### src/rtl/psr_flag_ctrl.sv
// Processor status register flag control: six architectural flags, the SO pin
// edge detector and the instruction-boundary interrupt mask.
module psr_flag_ctrl (
  input  logic       phi2,
  input  logic       resb,
  input  logic [3:0] flag_op,
  input  logic       alu_n,
  input  logic       alu_z,
  input  logic       alu_c,
  input  logic       alu_v,
  input  logic [7:0] db_in,
  input  logic       so_n,
  input  logic       sync,
  input  logic       push_brk,
  output logic [7:0] p_out,
  output logic [7:0] p_push,
  output logic       irq_mask,
  output logic       so_event
);

  typedef enum logic [3:0] {
    OP_NOP       = 4'd0,
    OP_LD_NZ     = 4'd1,
    OP_LD_NZC    = 4'd2,
    OP_LD_NZCV   = 4'd3,
    OP_LD_BIT    = 4'd4,
    OP_LD_Z      = 4'd5,
    OP_CLC       = 4'd6,
    OP_SEC       = 4'd7,
    OP_CLI       = 4'd8,
    OP_SEI       = 4'd9,
    OP_CLD       = 4'd10,
    OP_SED       = 4'd11,
    OP_CLV       = 4'd12,
    OP_PULL      = 4'd13,
    OP_INT_ENTRY = 4'd14,
    OP_RSVD      = 4'd15
  } flag_op_e;

  flag_op_e op;
  assign op = flag_op_e'(flag_op);

  logic n_q, v_q, d_q, i_q, z_q, c_q;
  logic n_d, v_d, d_d, i_d, z_d, c_d;
  logic so_sync1_q, so_sync2_q, so_prev_q;
  logic irq_mask_q, irq_mask_d;
  logic so_event_q;
  logic so_fall;

  // The unused B/bit-5 positions of a pulled byte are deliberately dropped.
  logic unused_db;
  assign unused_db = ^db_in[5:4];

  assign so_fall = so_prev_q & ~so_sync2_q;

  always_comb begin
    n_d = n_q;
    v_d = v_q;
    d_d = d_q;
    i_d = i_q;
    z_d = z_q;
    c_d = c_q;
    case (op)
      OP_LD_NZ: begin
        n_d = alu_n;
        z_d = alu_z;
      end
      OP_LD_NZC: begin
        n_d = alu_n;
        z_d = alu_z;
        c_d = alu_c;
      end
      OP_LD_NZCV: begin
        n_d = alu_n;
        z_d = alu_z;
        c_d = alu_c;
        v_d = alu_v;
      end
      OP_LD_BIT: begin
        n_d = db_in[7];
        v_d = db_in[6];
        z_d = alu_z;
      end
      OP_LD_Z:   z_d = alu_z;
      OP_CLC:    c_d = 1'b0;
      OP_SEC:    c_d = 1'b1;
      OP_CLI:    i_d = 1'b0;
      OP_SEI:    i_d = 1'b1;
      OP_CLD:    d_d = 1'b0;
      OP_SED:    d_d = 1'b1;
      OP_CLV:    v_d = 1'b0;
      OP_PULL: begin
        n_d = db_in[7];
        v_d = db_in[6];
        d_d = db_in[3];
        i_d = db_in[2];
        z_d = db_in[1];
        c_d = db_in[0];
      end
      OP_INT_ENTRY: begin
        i_d = 1'b1;
        d_d = 1'b0;
      end
      default: ;
    endcase
    // The SO pin has priority over any opcode that writes V on the same edge.
    if (so_fall) begin
      v_d = 1'b1;
    end
  end

  // The mask samples the pre-update I so flag changes act one instruction late.
  always_comb begin
    irq_mask_d = irq_mask_q;
    if (op == OP_INT_ENTRY) begin
      irq_mask_d = 1'b1;
    end else if (sync) begin
      irq_mask_d = i_q;
    end
  end

  always_ff @(posedge phi2 or negedge resb) begin
    if (!resb) begin
      n_q        <= 1'b0;
      v_q        <= 1'b0;
      d_q        <= 1'b0;
      i_q        <= 1'b1;
      z_q        <= 1'b0;
      c_q        <= 1'b0;
      so_sync1_q <= 1'b1;
      so_sync2_q <= 1'b1;
      so_prev_q  <= 1'b1;
      irq_mask_q <= 1'b1;
      so_event_q <= 1'b0;
    end else begin
      n_q        <= n_d;
      v_q        <= v_d;
      d_q        <= d_d;
      i_q        <= i_d;
      z_q        <= z_d;
      c_q        <= c_d;
      so_sync1_q <= so_n;
      so_sync2_q <= so_sync1_q;
      so_prev_q  <= so_sync2_q;
      irq_mask_q <= irq_mask_d;
      so_event_q <= so_fall;
    end
  end

  assign p_out    = {n_q, v_q, 1'b1, 1'b1, d_q, i_q, z_q, c_q};
  assign p_push   = {n_q, v_q, 1'b1, push_brk, d_q, i_q, z_q, c_q};
  assign irq_mask = irq_mask_q;
  assign so_event = so_event_q;

endmodule

### config.mk
export PLATFORM = sky130hd
export DESIGN_NAME = psr_flag_ctrl
export DESIGN_NICKNAME = d
export VERILOG_FILES = /design/src/rtl/psr_flag_ctrl.sv
export SDC_FILE = /design/constraint.sdc
export NUM_CORES = 1
export LEC_CHECK = 0
export CAP_MARGIN = 20
export CORE_UTILIZATION = 34
export CTS_CLUSTER_DIAMETER = 100
export DETAILED_ROUTE_END_ITERATION = 12
export GPL_ROUTABILITY_DRIVEN = 0
export PLACE_DENSITY = 0.73
export SKIP_CTS_REPAIR_TIMING = 1
export SYNTH_ARGS = -nofsm -noshare
export SYNTH_HDL_FRONTEND = slang
export SYNTH_SLANG_ARGS = --single-unit
### constraint.sdc
create_clock -name phi2 -period 1.1 [get_ports phi2]
set_clock_uncertainty 0.15 [all_clocks]
set_input_delay 0.275 -clock phi2 [delete_from_list [all_inputs] [get_ports phi2]]
set_output_delay 0.275 -clock phi2 [all_outputs]
set_load 0.005 [all_outputs]
Word level (Yosys, flattened, before mapping)
Index checks and enable logic that the tools add are counted.
{ "word_totals": {"regBits": 11, "input_bits": 21, "out_inout_bits": 18, "word_cells": 49} }
{ "op_classes": {"n_eq_ne": 14, "muxes": 9, "bitwise_logic": 2, "reduce_logical": 13} }
{ "ops": {"columns": ["cell", "count"], "rows": [
  ["$eq A4 B4 Y1 const B", 7],
  ["$eq A4 B3 Y1 const B", 4],
  ["$pmux W1 S3", 3],
  ["$eq A4 B2 Y1 const B", 2],
  ["$reduce_bool A4 Y1", 2],
  ["$reduce_or A2 Y1", 4],
  ["$reduce_bool A2 Y1", 3],
  ["$reduce_bool A3 Y1", 2],
  ["$reduce_or A5 Y1", 1],
  ["$eq A4 B1 Y1 const B", 1],
  ["$pmux W1 S2", 2],
  ["$pmux W1 S4", 1],
  ["$mux W1", 3],
  ["$reduce_or A3 Y1", 1],
  ["$and A1 B1 Y1", 1],
  ["$not A1 Y1", 1]
]} }

Longest topological paths before layout
{ "depth": {"depth_word": 4, "depth_mapped": 5, "mapped_depth_nobuf": 4} }

Least setup slack after synthesis
No wires, ideal clock.
{ "synth_path": {"path_type": "input to register", "startpoint": "input port flag_op[3]", "endpoint": "register v_q", "setup_time_ps": 133, "arrival_ps": 1046, "t_required_ps": 817, "path_slack_ps": -228, "cell_stages": 4, "n_path_buf": 0, "path_cell_list": "nand2b_4 -> or4b_4 -> o221ai_2 -> o221ai_2"} }
{ "synth_between": {"elab_chain_cells": 4, "elab_cells_between_ends": 8, "cone_classes": "eq/ne (4); mux (2); reduce/logical (2)"} }
{ "synth_lines": {"columns": ["item", "line_no", "text"], "rows": [
  ["start, declared", "6", "input logic [3:0] flag_op,"],
  ["$eq A4 B4 Y1 / $eq A4 B3 Y1 (equally long branches)", "63", "case (op)"],
  ["$reduce_or A2 Y1 (no line)", null, null],
  ["$pmux W1 S3", "63", null],
  ["$mux W1", "107", "if (so_fall) begin"],
  ["end signal, assigned", "137", "v_q <= v_d;"],
  ["end, declared", "43", "logic n_q, v_q, d_q, i_q, z_q, c_q;"]
]} }
Several ways; a longest one is shown, not always the timed one.
A chain may end at the register's enable or synchronous reset.

Worst setup path in the final report
{ "layout_path": {"startpoint": "register i_q", "endpoint": "output port p_out[2]"} }
{ "layout_lines": {"columns": ["item", "line_no", "text"], "rows": [
  ["start, declared", "43", null],
  ["start signal, assigned", "139", "i_q <= i_d;"],
  ["end, declared", "15", "output logic [7:0] p_out,"]
]} }
No word-level cell between the ends.

==> flow_summary.toml <==
[outcome]
run_status = "finished with violations"
violations = "negative setup slack"

[synth]
synthTopCellsByArea = "dfrtp_1 (20%), dfstp_2 (18%), buf_4 (16%)"
avgSynthCellArea_sq_um = 9.11
yosysUniqueCellTypes = 26
yosys_register_bits = 11
synth_area_sq_um = 738
yosys.area.top_type_share = 0.203
yosys.area.top_type = "dfrtp_1"
synthCells = 81
yosysWarnings = 0
seq_area_frac_synth = 0.381

[timing]
fin_crit_sh = 1.21
setup_viol = 16
final-max-slew-violation-count = 0
rsz0062_at_grt = "true"
fin_crit_ns = 1.33
fin_ws_ns = -0.234
hold_violations = 0
fmax_mhz = 750

[clock_tree]
cts_buffers = 3
clock_path_buffers = 2
insertion_delay_ns = 0.25
clkTransAtPathRegs_ns = 0.08
cts_sinks = 11
cts_tree = "yes"
cts-htree-levels = 1
root_buffer = "clkbuf_4"

[worst_setup_path]
reg2reg_to = "v_q$_DFFE_PN0P_"
r2r_slack_ns = -0.14
r2r.worst_path.cells = 4
arrival_ns = 0.91
crit_slowest_cell = "dfstp_2"
critical_path_class = "reg -> out"
cp_top_family = "flip-flops"
end_kind = "output port"
crit_required_ns = 0.67
cp-start-kind = "flop"
timing.rr.start = "v_q$_DFFE_PN0P_"
crit_cells = 1
crit_fanout = 3
critical_path_buf_inv_count = 1
cp_cell_sequence = "clkbuf_2"
cpPeakStageDelay_ns = 0.54

[floorplanning]
io_pins = 39
die_x_microns = 48.6
dieArea_sq_um = 2360
fp.coreArea_sq_um = 2000
rows = 16
initial_utilization = 0.369
die_y_microns = 48.6

[pwr]
p_leak_nw = 0.537
p_int_w = 0.000853
clock_power_share = 0.229
swShare = 0.285
peakVddDrop_mv = 0.460
p_seq_frac = 0.419
power_switching_w = 0.000341
power_frac_comb = 0.352
power_density_nw_per_um2 = 1090

[global_route]
grt_usage = 0.155
grt_max_degree = 14
grt_pass1_wl_mm = 2.81
grt-ovfl-total = 0
grt_pass1_vias = 620
antenna_found_initial = 0

[routing]
ant_nets = 0
wl_per_cell_microns = 12.0
drt-total-wl_mm = 1.68
drc = 0
viasPerCell = 4.58
vias = 641
drt_iter0_markers = 3
first_pass_iters = 3

[place]
dp_slack_ns = -0.729
io_buffers = 31
dp.final_hpwl_mm = 1.24
dpl.cell_count = 133

[layout]
drive_gt1_frac = 0.451
syn_to_final_growth_pct = 49.0
area.sequential_sq_um = 282
diodes = 0
fill_cells = 187
fin_cells = 140
nNetsFinal = 135
multi_input_area_sq_um = 360

[job]
drv_cap = 0

[hold_path]
hp-class = "in -> async"
per-layer routing:
layer	track usage	vias up	wire, microns
li1	-	323	-
met1	0.191	296	767
met2	0.261	20	802
met3	0.0377	2	96
met4	0.0588	0	13
met5	0	-	0
how the worst max path moves through the flow:
| stage | from | end | slack [ns] |
|---|---|---|---|
| floorplan | flag_op[3] | v_q$_DFFE_PN0P_ | -0.23 |
| global placement | flag_op[0] | v_q$_DFFE_PN0P_ | -0.70 |
| detailed placement | flag_op[3] | v_q$_DFFE_PN0P_ | -0.73 |
| CTS | i_q$_DFFE_PN1P_ | p_push[2] | -0.63 |
| global route | i_q$_DFFE_PN1P_ | p_out[2] | -0.28 |
| finish | i_q$_DFFE_PN1P_ | p_out[2] | -0.23 |
cell usage in the layout, fill, tap and decap left out, types with 2 or more instances in the layout:
| master | netlist | final |
|---|---|---|
| conb_1 | 1 | 3 |
| nand2b_4 | 1 | 2 |
| o21ai_0 | 8 | 3 |
| clkdlybuf4s50_1 | 0 | 10 |
| nand4b_1 | 2 | 2 |
| clkbuf_2 | 0 | 16 |
| buf_6 | 0 | 5 |
| inv_1 | 3 | 3 |
| dlymetal6s2s_1 | 0 | 5 |
| o221ai_2 | 2 | 2 |
| nand2_1 | 4 | 4 |
| o21ai_1 | 0 | 5 |
| a21oi_1 | 4 | 3 |
| buf_4 | 16 | 9 |
| clkbuf_4 | 0 | 3 |
| nor2_1 | 9 | 8 |
| dfrtp_1 | 6 | 6 |
| mux2i_1 | 3 | 3 |
| dfstp_2 | 5 | 5 |
synth_stat cells, drive strengths merged:
| master | number |
|---|---|
| a211oi | 1 |
| a21boi | 2 |
| a21oi | 4 |
| a221o | 1 |
| buf | 19 |
| clkbuf | 1 |
| conb | 1 |
| dfrtp | 6 |
| dfstp | 5 |
| inv | 3 |
| mux2i | 3 |
| nand2 | 4 |
| nand2b | 2 |
| nand3 | 1 |
| nand4b | 2 |
| nor2 | 9 |
| nor2b | 2 |
| nor3 | 2 |
| o21ai | 8 |
| o221ai | 2 |
| o22a | 1 |
| o311ai | 1 |
| or4b | 1 |
metrics by stage:
step	area (sq um)	setup TNS (ns)	utilization	hold WS [ns]	power, W
after floorplan	769	-0.233	-	-0.171	0.000756
after global placement	1060	-7.26	0.530	0.197	0.000942
after detailed placement	1060	-7.41	0.530	0.201	0.000953
after CTS	1090	-9.71	0.543	0.185	0.00123
after global routing	1100	-2.65	0.549	0.179	0.00127
final	1100	-2.03	0.549	0.189	0.00119
power by group through the flow:
| stage | sequential [W] | clock [W] | combinational (W) |
|---|---|---|---|
| floorplan | 0.000507 | 0 | 0.000250 |
| global placement | 0.000503 | 0 | 0.000439 |
| detailed placement | 0.000505 | 0 | 0.000448 |
| CTS | 0.000499 | 0.000285 | 0.000451 |
| global route | 0.000507 | 0.000305 | 0.000460 |
| finish | 0.000500 | 0.000273 | 0.000421 |
area by class of cell:
class / count / share of cell area
Clock buffer: 4 / 0.0239
Timing Repair Buffer: 46 / 0.352
Multi-Input combinational cell: 49 / 0.328
Sequential cell: 11 / 0.256
Tap cell: 27 / 0.0307
Inverter: 3 / 0.0102
registers in the layout, summed over array words and instances, names as in the netlist:
| name | count |
|---|---|
| c_q | 1 |
| d_q | 1 |
| i_q | 1 |
| irq_mask | 1 |
| n_q | 1 |
| so_event | 1 |
| so_prev_q | 1 |
| so_sync1_q | 1 |
| so_sync2_q | 1 |
| v_q | 1 |
| z_q | 1 |
cells by family (layout without fill, tap and decap cells):
logic type,Yosys count,after routing,synth area share
flip-flops,11,11,0.381
other,1,3,0.00508
AND/OR/NAND/NOR,23,23,0.180
AO/OA/AOI/OAI,20,20,0.190
buffers and inverters,23,53,0.203
multiplexers,3,3,0.0407
No activity file was read; power rests on OpenSTA's default activity.
